**config.mk**
```make
export PLATFORM = sky130hd
export DESIGN_NAME = queue_fifo
export DESIGN_NICKNAME = d
export VERILOG_FILES = /design/src/rtl/queue_fifo.sv
export SDC_FILE = /design/constraint.sdc
export NUM_CORES = 1
export LEC_CHECK = 0
export CAP_MARGIN = 30
export CORE_AREA = 5 5 81 83
export CTS_CLUSTER_DIAMETER = 100
export DETAILED_ROUTE_END_ITERATION = 12
export DIE_AREA = 0 0 86 88
export DONT_BUFFER_PORTS = 1
export PLACE_DENSITY = 0.6
export SYNTH_ARGS = -nofsm -noshare
export SYNTH_HDL_FRONTEND = slang
export SYNTH_SLANG_ARGS = --single-unit
```
**constraint.sdc**
```tcl
create_clock -name clk -period 2.83 [get_ports clk]
set_input_delay 0.566 -clock clk [delete_from_list [all_inputs] [get_ports clk]]
set_output_delay 0.566 -clock clk [all_outputs]
set_load 0.02 [all_outputs]
```
**src/rtl/queue_fifo.sv**
```systemverilog
// Parametrised valid/ready FIFO with occupancy count, almost-full/empty flags,
// synchronous flush and registered, bypass or pipe flow modes.
module queue_fifo #(
  parameter int DATA_WIDTH   = 8,
  parameter int DEPTH        = 4,
  parameter int AFULL_LEVEL  = DEPTH - 1,
  parameter int AEMPTY_LEVEL = 1,
  parameter int MODE         = 0
) (
  input  logic                       clk,
  input  logic                       reset,
  input  logic                       flush,
  input  logic                       enq_valid,
  input  logic [DATA_WIDTH-1:0]      enq_data,
  output logic                       enq_ready,
  input  logic                       deq_ready,
  output logic                       deq_valid,
  output logic [DATA_WIDTH-1:0]      deq_data,
  output logic [$clog2(DEPTH+1)-1:0] count,
  output logic                       almost_full,
  output logic                       almost_empty
);

  localparam int PTR_W = (DEPTH > 1) ? $clog2(DEPTH) : 1;
  localparam int CNT_W = $clog2(DEPTH + 1);
  localparam logic [PTR_W-1:0] LAST_PTR   = PTR_W'(DEPTH - 1);
  localparam logic [CNT_W-1:0] FULL_CNT   = CNT_W'(DEPTH);
  localparam logic [CNT_W-1:0] AFULL_CNT  = CNT_W'(AFULL_LEVEL);
  localparam logic [CNT_W-1:0] AEMPTY_CNT = CNT_W'(AEMPTY_LEVEL);

  generate
    if (DEPTH < 2) begin : g_bad_depth
      $error("queue_fifo: DEPTH must be at least 2");
    end
    if (MODE > 2) begin : g_bad_mode
      $error("queue_fifo: MODE must be 0, 1 or 2");
    end
    if (AFULL_LEVEL > DEPTH) begin : g_bad_afull
      $error("queue_fifo: AFULL_LEVEL must not exceed DEPTH");
    end
  endgenerate

  logic [DATA_WIDTH-1:0] mem [DEPTH];
  logic [PTR_W-1:0]      head;
  logic [PTR_W-1:0]      tail;

  logic is_empty;
  logic is_full;
  logic bypass_active;
  logic enq_fire;
  logic deq_fire;
  logic pass_through;
  logic wr_en;
  logic rd_en;

  assign is_empty      = (count == '0);
  assign is_full       = (count == FULL_CNT);
  assign bypass_active = (MODE == 1) && is_empty;

  // In pipe mode a full queue still accepts when the head leaves this cycle.
  assign enq_ready = (MODE == 2) ? (!is_full || deq_ready) : !is_full;
  assign deq_valid = bypass_active ? enq_valid : !is_empty;
  assign deq_data  = bypass_active ? enq_data : mem[head];

  assign enq_fire     = enq_valid && enq_ready;
  assign deq_fire     = deq_valid && deq_ready;
  assign pass_through = bypass_active && enq_fire && deq_fire;
  assign wr_en        = enq_fire && !pass_through && !flush;
  assign rd_en        = deq_fire && !pass_through && !flush;

  assign almost_full  = (count >= AFULL_CNT);
  assign almost_empty = (count <= AEMPTY_CNT);

  always_ff @(posedge clk or negedge reset) begin
    if (!reset) begin
      head  <= '0;
      tail  <= '0;
      count <= '0;
      for (int i = 0; i < DEPTH; i++) begin
        mem[i] <= '0;
      end
    end else begin
      if (wr_en) begin
        mem[tail] <= enq_data;
      end
      if (flush) begin
        head  <= '0;
        tail  <= '0;
        count <= '0;
      end else begin
        if (wr_en) begin
          tail <= (tail == LAST_PTR) ? '0 : tail + PTR_W'(1);
        end
        if (rd_en) begin
          head <= (head == LAST_PTR) ? '0 : head + PTR_W'(1);
        end
        if (wr_en && !rd_en) begin
          count <= count + CNT_W'(1);
        end else if (rd_en && !wr_en) begin
          count <= count - CNT_W'(1);
        end
      end
    end
  end

endmodule

```
==> metrics.csv, run 1 <==
metric,value,unit
drtIter0Drc,22,
fin_hold_ws,0.1122,ns
portBuffers,0,
slew_headroom,0.5515,
hold_viol,0,
insertion_delay,0.29,ns
path_class,reg2out,
ir_drop,688.2,uV
seq_area_frac_synth,0.4930,
clock_sinks,39,
setup_violations,0,
dieArea,0.007568,mm2
synth_xor_area_frac,0.01770,
clkSlewWorstSetupHoldPaths,0.08,ns
synth_ff_type,dfrtp_1,
period_needed,2.305,ns
io_pins,28,
wire_per_inst,18.10,um
maxSlewViolCount,0,
netlist_area,0.001979,mm2
grt_pass1_vias,1360,
cpPeakStageDelay,0.78,ns
synth_compound_area_frac,0.04488,
gp_congestion,0.8620,
syn2layout_area_growth,11.63,%
cts_buffer_depth,2,
async_flop_share,1.000,
ctsHoldBuffers,1,
drc,0,
seq_area,975.9,um2
synthSimpleGateAreaFrac,0.07396,
hpwl,2.846,mm
fin_tns_setup,0,ns
worst_slew_pin_slew,0.6657,ns
grt_pass1_wl,6.975,mm
avgSynthCellArea,14.55,um2
start_kind,flop,
yosys.area_share.adder,0.05689,
ant_nets,0,
crit_required,2.26,ns
drt-pass1-iter-count,2,
path_cells,mux4_2,
htreeDepth,2,
grt_remaining_overflow,0,
coreArea,0.005781,mm2
cpMaxStageDelayCell,dfrtp_1,
ys_warn_count,0,
hp-class,in2async,
finalClockSkew,0.006526,ns
cp.buffers_inverters,0,
critical_path.top_delay_family,flip-flops,
fp.dieH,88,um
yosysUniqueCellTypes,29,
grtUsageTotal,0.1201,
end_kind,output port,
multi_input_area,960.9,um2
cts_tree,built,
synth_top_family_by_area,multiplexers,
power_leakage,1.029,nW
nets,163,
power_density,1144,mW/mm2
via_count,1110,
syn_inst,136,
cts_made_buffers,5,
die-width,86,um
grt_max_degree,40,
arrival,1.74,ns
rsz0062_at_grt,no,
drive_gt1_frac,0.3873,
drt-vias-per-instance,5.115,
postCtsSetupRepairBufs,0,
syn_nets,158,
yosys_register_bits,39,
fin_crit_sh,0.8143,
ctsResizeCount,0,
start_util,0.3424,
fillers,555,
cap_violations,0,
antenna_found_initial,0,
synth.area.mux_share,0.2920,
cp_max_fo,10,
root_buffer,clkbuf_8,
wl,3.927,mm
fmax,433.9,MHz
rows,28,
antenna_cells,0,
synth_edf_count,0,
status,finished clean,
[report_power, final]
part	leakage [nW]	internal [W]	switching [W]	total (W)
Clock	0.0654	0.000352	0.000184	0.000536
Combinational	0.466	0.000474	0.000507	0.000981
Sequential	0.497	0.000782	0.000227	0.00101
Total	1.03	0.00161	0.000918	0.00253
[cell type report]
type	instances	area share
inverter	7	0.01189
clock buffer	6	0.03284
timing repair buffer	1	0.009060
tap	75	0.04247
sequential	39	0.4417
clock inverter	2	0.02718
multi-input combinational	87	0.4349
[cells in the mapped netlist, types with 2 or more instances]
cell	number	area share
nor2_1	6	0.011
mux2_1	2	0.011
nand2_4	5	0.028
mux2_4	7	0.053
mux4_2	8	0.091
inv_1	7	0.013
xnor2_1	2	0.0089
nand2_1	4	0.0076
a21oi_1	4	0.010
dfrtp_1	39	0.49
xor2_1	2	0.0089
nand3_1	2	0.0051
mux2_2	24	0.14
ha_1	9	0.057
[metal layers]
layer  track usage  part of all wire  vias up
met2        0.1969              0.49       32
met3       0.04139             0.060        8
met5             0                 0        -
met1        0.1402              0.42      571
li1              -                 -      499
met4       0.06043             0.030        0
[cell usage in the layout, fill, tap and decap left out]
master | Yosys | layout
a31oi_1 | 1 | 1
ha_1 | 9 | 9
clkbuf_1 | 0 | 1
xor2_1 | 2 | 2
mux2_1 | 2 | 2
mux2_2 | 24 | 24
nor2_1 | 6 | 6
dfrtp_1 | 39 | 39
mux4_2 | 8 | 8
a41oi_1 | 1 | 1
nand3_1 | 2 | 2
xnor2_1 | 2 | 2
a211oi_1 | 1 | 1
inv_1 | 7 | 7
mux2_4 | 7 | 7
nor3_1 | 1 | 1
nor2_8 | 1 | 1
a21oi_1 | 4 | 4
buf_12 | 0 | 1
a221oi_1 | 1 | 1
or3_1 | 1 | 1
a21bo_4 | 1 | 1
or2b_4 | 1 | 1
nand2_1 | 4 | 4
nand2_4 | 5 | 5
bufinv_16 | 0 | 2
clkbuf_8 | 0 | 5
a21boi_0 | 1 | 1
a311oi_1 | 1 | 1
o21ai_0 | 1 | 1
[through the flow]
stage,std cells,utilization,power (W),cell area (um2),setup WS (ns)
floorplan,136,-,0.001813,1979,0.9790
global placement,208,0.3558,0.001924,2057,0.8265
detailed placement,208,0.3558,0.001998,2057,0.7552
CTS,217,0.3823,0.002553,2210,0.4933
global route,217,0.3823,0.002695,2210,0.4265
finish,217,0.3823,0.002527,2210,0.5255
[worst paths after layout]
check | from | end | slack (ns) | cells past startpoint
worst max-delay path | head[0]$_DFFE_PN0P_ | deq_data[7] | 0.53 | 1
worst min-delay path | reset | mem[21]$_DFFE_PN0P_ | 0.11 | 1
worst max register to register | count[1]$_DFFE_PN0P_ | count[1]$_DFFE_PN0P_ | 0.77 | 6
worst min register to register | mem[18]$_DFFE_PN0P_ | mem[18]$_DFFE_PN0P_ | 0.51 | 1
max in group asynchronous | reset | mem[18]$_DFFE_PN0P_ | 2.53 | 1
min in group clk | flush | count[2]$_DFFE_PN0P_ | 0.34 | 1
[cell families (layout without fill, tap and decap cells)]
logic type,after synthesis,count (layout)
multiplexers,41,41
flip-flops,39,39
AND/OR/NAND/NOR,21,21
AO/OA/AOI/OAI,12,12
buffers and inverters,10,16
adder cells (fa/ha/maj),9,9
XOR/XNOR,4,4
[registers in the layout, summed over array words and instances, names as in the netlist]
register,count
count,3
head,2
mem,32
tail,2
Power figures use the tool's default switching activity.
==> inputs of run 2 (changes only) <==
==> constraint.sdc (replaced) <==
create_clock -name clk -period 2.4 [get_ports clk]
set_input_delay 0.48 -clock clk [delete_from_list [all_inputs] [get_ports clk]]
set_output_delay 0.48 -clock clk [all_outputs]
set_load 0.02 [all_outputs]
==> run 2 against run 1 <==
  * Cell count increased by 0.46%
  * Core utilization decreased by 0.69 points
  * Routed wire length increased by 1.1%
  * Clock power decreased by 19%
  * Die area unchanged
  * Critical path depth increased by 3
  * Worst hold slack got worse by 0.091 ns
  * Sequential share of layout area increased by 0.82 points
  * Non-clock buffer count increased by 1
  * Combinational power increased by 24%
  * Via count decreased by 0.54%
==> metrics.csv, run 2 (same netlist as run 1, synthesis figures left out) <==
metric,value,unit
wire_per_inst,18.21,um
arrival,1.62,ns
fp.dieH,88,um
end_kind,output port,
ir_drop,857.9,uV
drt-pass1-iter-count,2,
grt_max_degree,40,
final_common_cell,dfrtp_1,
setup_violations,0,
largest_reg_flops,32,
crit_required,1.92,ns
drt-vias-per-instance,5.064,
drive_gt1_frac,0.3916,
rrSetupSlack,0.34,ns
hp-class,in2async,
cp-startpoint,count[2]$_DFFE_PN0P_,
root_buffer,clkbuf_8,
slew_headroom,0.5657,
cpPeakStageDelay,0.61,ns
rows,28,
top_regs,"mem x32, count x3",
grt_pass1_vias,1253,
coreArea,0.005781,mm2
power_leakage,1.010,nW
cts_made_buffers,5,
mostFrequentLayoutCells,"dfrtp_1, mux2_2, ha_1, mux4_2",
power_density,1288,mW/mm2
switching_share,0.3926,
crit_cells,4,
cp_max_fo,8,
drtIter0Drc,72,
rsz0062_at_grt,no,
clkSlewWorstSetupHoldPaths,0.08,ns
via_count,1104,
grt_remaining_overflow,0,
cap_violations,0,
cp.buffers_inverters,1,
clock_sinks,39,
grt_pass1_wl,6.389,mm
postCtsSetupRepairBufs,0,
p_int,0.001697,W
cts_tree,built,
dieArea,0.007568,mm2
fmax,476.2,MHz
worstReg2RegEnd,mem[18]$_DFFE_PN0P_,
portBuffers,0,
fin_crit_sh,0.8751,
post-route-util,0.3753,
antenna_cells,0,
ctsHoldBuffers,1,
drc,0,
r2r_start,count[0]$_DFFE_PN0P_,
comb_power_share,0.435,
syn2layout_area_growth,9.608,%
io_pins,28,
hold_viol,0,
insertion_delay,0.29,ns
cts_buffer_depth,2,
ant_nets,0,
path_cells,"inv_1, ha_1, nor2_1, o21ai_0",
path_class,reg2out,
clkPwrFrac,0.156,
period_needed,2.100,ns
gp_congestion,0.8463,
largest_register,mem,
fin_tns_setup,0,ns
r2r_cells,6,
crit_end,almost_full,
wl,3.970,mm
htreeDepth,2,
grtUsageTotal,0.1129,
start_util,0.3424,
finalClockSkew,0.01120,ns
maxSlewViolCount,0,
cpMaxStageDelayCell,dfrtp_1,
switchingPower,0.001097,W
critical_path.top_delay_family,flip-flops,
die-width,86,um
seqPwrFrac,0.409,
worst_slew_pin_slew,0.6447,ns
antenna_found_initial,0,
ctsResizeCount,0,
hpwl,2.782,mm
start_kind,flop,
status,finished clean,
nets,164,
[run 2: changes by cell type in the layout (fill, tap and decap cells not counted)]
| cell | change |
|---|---|
| buf_4 | +1 |
| clkinv_2 | +1 |
| clkinvlp_4 | +1 |
| bufinv_16 | -2 |
[run 2: layer usage]
metal,track usage,part of all wire,vias up,wire length [um]
met2,0.1857,0.50,36,1988
met3,0.04516,0.067,6,266
met1,0.1328,0.42,564,1665
met4,0.04317,0.012,0,49
met5,0,0,-,0
li1,-,-,498,-
[run 2: stage by stage]
| stage | total power (W) | hold WS, ns | cells | setup slack [ns] | instance area [um2] |
|---|---|---|---|---|---|
| detailed placement | 0.002365 | 0.1856 | 209 | 0.3574 | 2064 |
| global placement | 0.002283 | 0.1855 | 209 | 0.4224 | 2064 |
| floorplan | 0.002138 | 0.1844 | 136 | 0.5490 | 1979 |
| finish | 0.002794 | 0.02103 | 218 | 0.2999 | 2170 |
| CTS | 0.002825 | 0.01832 | 218 | 0.2687 | 2170 |
| global route | 0.002966 | 0.02335 | 218 | 0.1759 | 2170 |
[run 2: worst min path at each step]
| stage | from | to | slack (ns) | depth (start not counted) |
|---|---|---|---|---|
| 6_report | reset | tail[1]$_DFFE_PN0P_ | 0.02 | 1 |
| 3_5_place_dp | reset | mem[30]$_DFFE_PN0P_ | 0.19 | 0 |
| 2_1_floorplan | reset | count[0]$_DFFE_PN0P_ | 0.18 | 0 |
| 4_1_cts | reset | mem[15]$_DFFE_PN0P_ | 0.02 | 1 |
| 5_1_grt | reset | mem[15]$_DFFE_PN0P_ | 0.02 | 1 |
| 3_3_place_gp | reset | mem[6]$_DFFE_PN0P_ | 0.19 | 0 |
[run 2: power by group through the flow]
stage	Sequential (W)	Combinational [W]	Clock [W]
floorplan	0.00107	0.00107	0
global placement	0.00113	0.00115	0
finish	0.00114	0.00122	0.000435
global route	0.00118	0.00131	0.000480
detailed placement	0.00116	0.00121	0
CTS	0.00114	0.00123	0.000448
[run 2: area by class of cell]
class / count / area (um2)
Clock buffer: 6 / 72.57
Clock inverter: 2 / 12.51
Fill cell: 560 / 3611
Inverter: 7 / 26.28
Multi-Input combinational cell: 87 / 960.9
Sequential cell: 39 / 975.9
Tap cell: 75 / 93.84
Timing Repair Buffer: 2 / 27.53
==> patch (flow settings as in run 1) <==
Change the parameter `DEPTH` from 4 to 2.
--- a/src/rtl/queue_fifo.sv
+++ b/src/rtl/queue_fifo.sv
@@ -2,7 +2,7 @@
 // synchronous flush and registered, bypass or pipe flow modes.
 module queue_fifo #(
   parameter int DATA_WIDTH   = 8,
-  parameter int DEPTH        = 4,
+  parameter int DEPTH        = 2,
   parameter int AFULL_LEVEL  = DEPTH - 1,
   parameter int AEMPTY_LEVEL = 1,
   parameter int MODE         = 0
Ports: changed (resized count); port bits go from 28 to 27. The function was not compared with the original's and may differ.
==> patch against run 1 <==
- total power shrank 46%
- sequential cell count down 19
- combinational power shrank 44%
- global-route usage decreased by 6.2 points
- count of clock-buffer cells in the layout down 3
- highest routed layer unchanged
- sequential power down 48%
- clock power shrank 48%
- largest power group is now combinational logic
- cell count decreased by 30%
- synthesized area decreased by 49%
- cell area fell by 47%
- core utilization down 18 points
- setup slack better by 270 ps
- critical path depth grew 4
- wire length down 46%
==> patch: results (changes against run 1) <==
grt:
  gr-usage-met3: 0.0357  # -0.00564
  grt_max_degree: 21  # -48%
  grt.met1_usage: 0.0575  # -0.0827
  met2_usage: 0.0995  # -0.0974
  grt_pass1_vias: 625  # -54%
setup_path:
  crit_family: "simple AND/OR/NAND/NOR gates"
  timing.rr.end: "mem[7]"
  worstReg2RegStart: "count[0]"
  cpPeakStageDelay_ps: 500  # -280 ps
  rr_worst_depth: 5  # -1
  cp.arrival_ps: 2170  # +430 ps
synthesis:
  synth_nets: 90  # -43%
  synth_compound_area_frac: 0.00875  # -0.0361
  synthAdderAreaFrac: 0.0500  # -0.00689
  synthMuxAreaShare: 0.281  # -0.0108
finish:
  drive_gt1_frac: 0.421  # +0.0337
  top_regs: "mem (16), count (2)"
placed_design:
  pre_cts_slack_ps: 797  # +41.5 ps
  gp_congestion: 0.712  # -17%
  placed_area_um2: 1090  # -47%
cts:
  clock_latency_ps: 250  # -40 ps
routing:
  wl_per_cell_um: 14.1  # -22%
power_and_ir_drop:
  p_leak_nw: 0.464  # -55%
  irDropWorstVdd_mv: 0.213  # -69%
sta:
  finalClockSkew_ps: 2.01  # -4.52 ps
  holdWs_ps: 369  # +256 ps
outcome:
  status: "finished clean"
worst_hold_path:
  hold_class: "in2reg"
==> patch: repair_timing <==
| action | in CTS | in global routing |
|---|---|---|
| hold buffers | 1 | 0 |
| endpoints found under the setup margin | 0 | 0 |
| hold endpoints to repair | 20 | 0 |
==> patch: through the flow <==
stage / utilization / instances
after floorplan: - / 73
after global placement: 0.188 / 146
after detailed placement: 0.188 / 146
after CTS: 0.202 / 151
after global routing: 0.202 / 151
final: 0.202 / 151
==> patch: power by group through the flow <==
stage / Sequential [W] / Combinational (W) / Clock [W]
floorplan: 0.000492 / 0.000496 / 0
global route: 0.000546 / 0.000596 / 0.000300
global placement: 0.000522 / 0.000540 / 0
CTS: 0.000531 / 0.000567 / 0.000286
detailed placement: 0.000536 / 0.000559 / 0
finish: 0.000528 / 0.000551 / 0.000278
==> patch: cell type report <==
class	count	area, um2
fill	602	4610
sequential	20	500
multi-input combinational	46	473
tap	75	93.8
clock buffer	3	41.3
clock inverter	1	30.0
inverter	5	18.8
timing repair buffer	1	10.0
==> patch: worst max path at each step <==
| stage | depth (start not counted) | from | end | slack [ps] |
|---|---|---|---|---|
| 2_1_floorplan | 5 | count[0] | mem[0] | 1010 |
| 3_3_place_gp | 5 | count[0] | mem[3] | 880 |
| 3_5_place_dp | 5 | count[0] | mem[7] | 800 |
| 4_1_cts | 5 | count[0] | mem[7] | 780 |
| 5_1_grt | 5 | count[0] | mem[7] | 680 |
| 6_report | 5 | count[0] | mem[7] | 800 |
==> patch: cells by family (layout without fill, tap and decap cells) <==
logic type	count (synthesis)	after routing
XOR/XNOR	3	3
AO/OA/AOI/OAI	1	1
multiplexers	25	25
flip-flops	20	20
adder cells (fa/ha/maj)	4	4
buffers and inverters	7	10
AND/OR/NAND/NOR	13	13
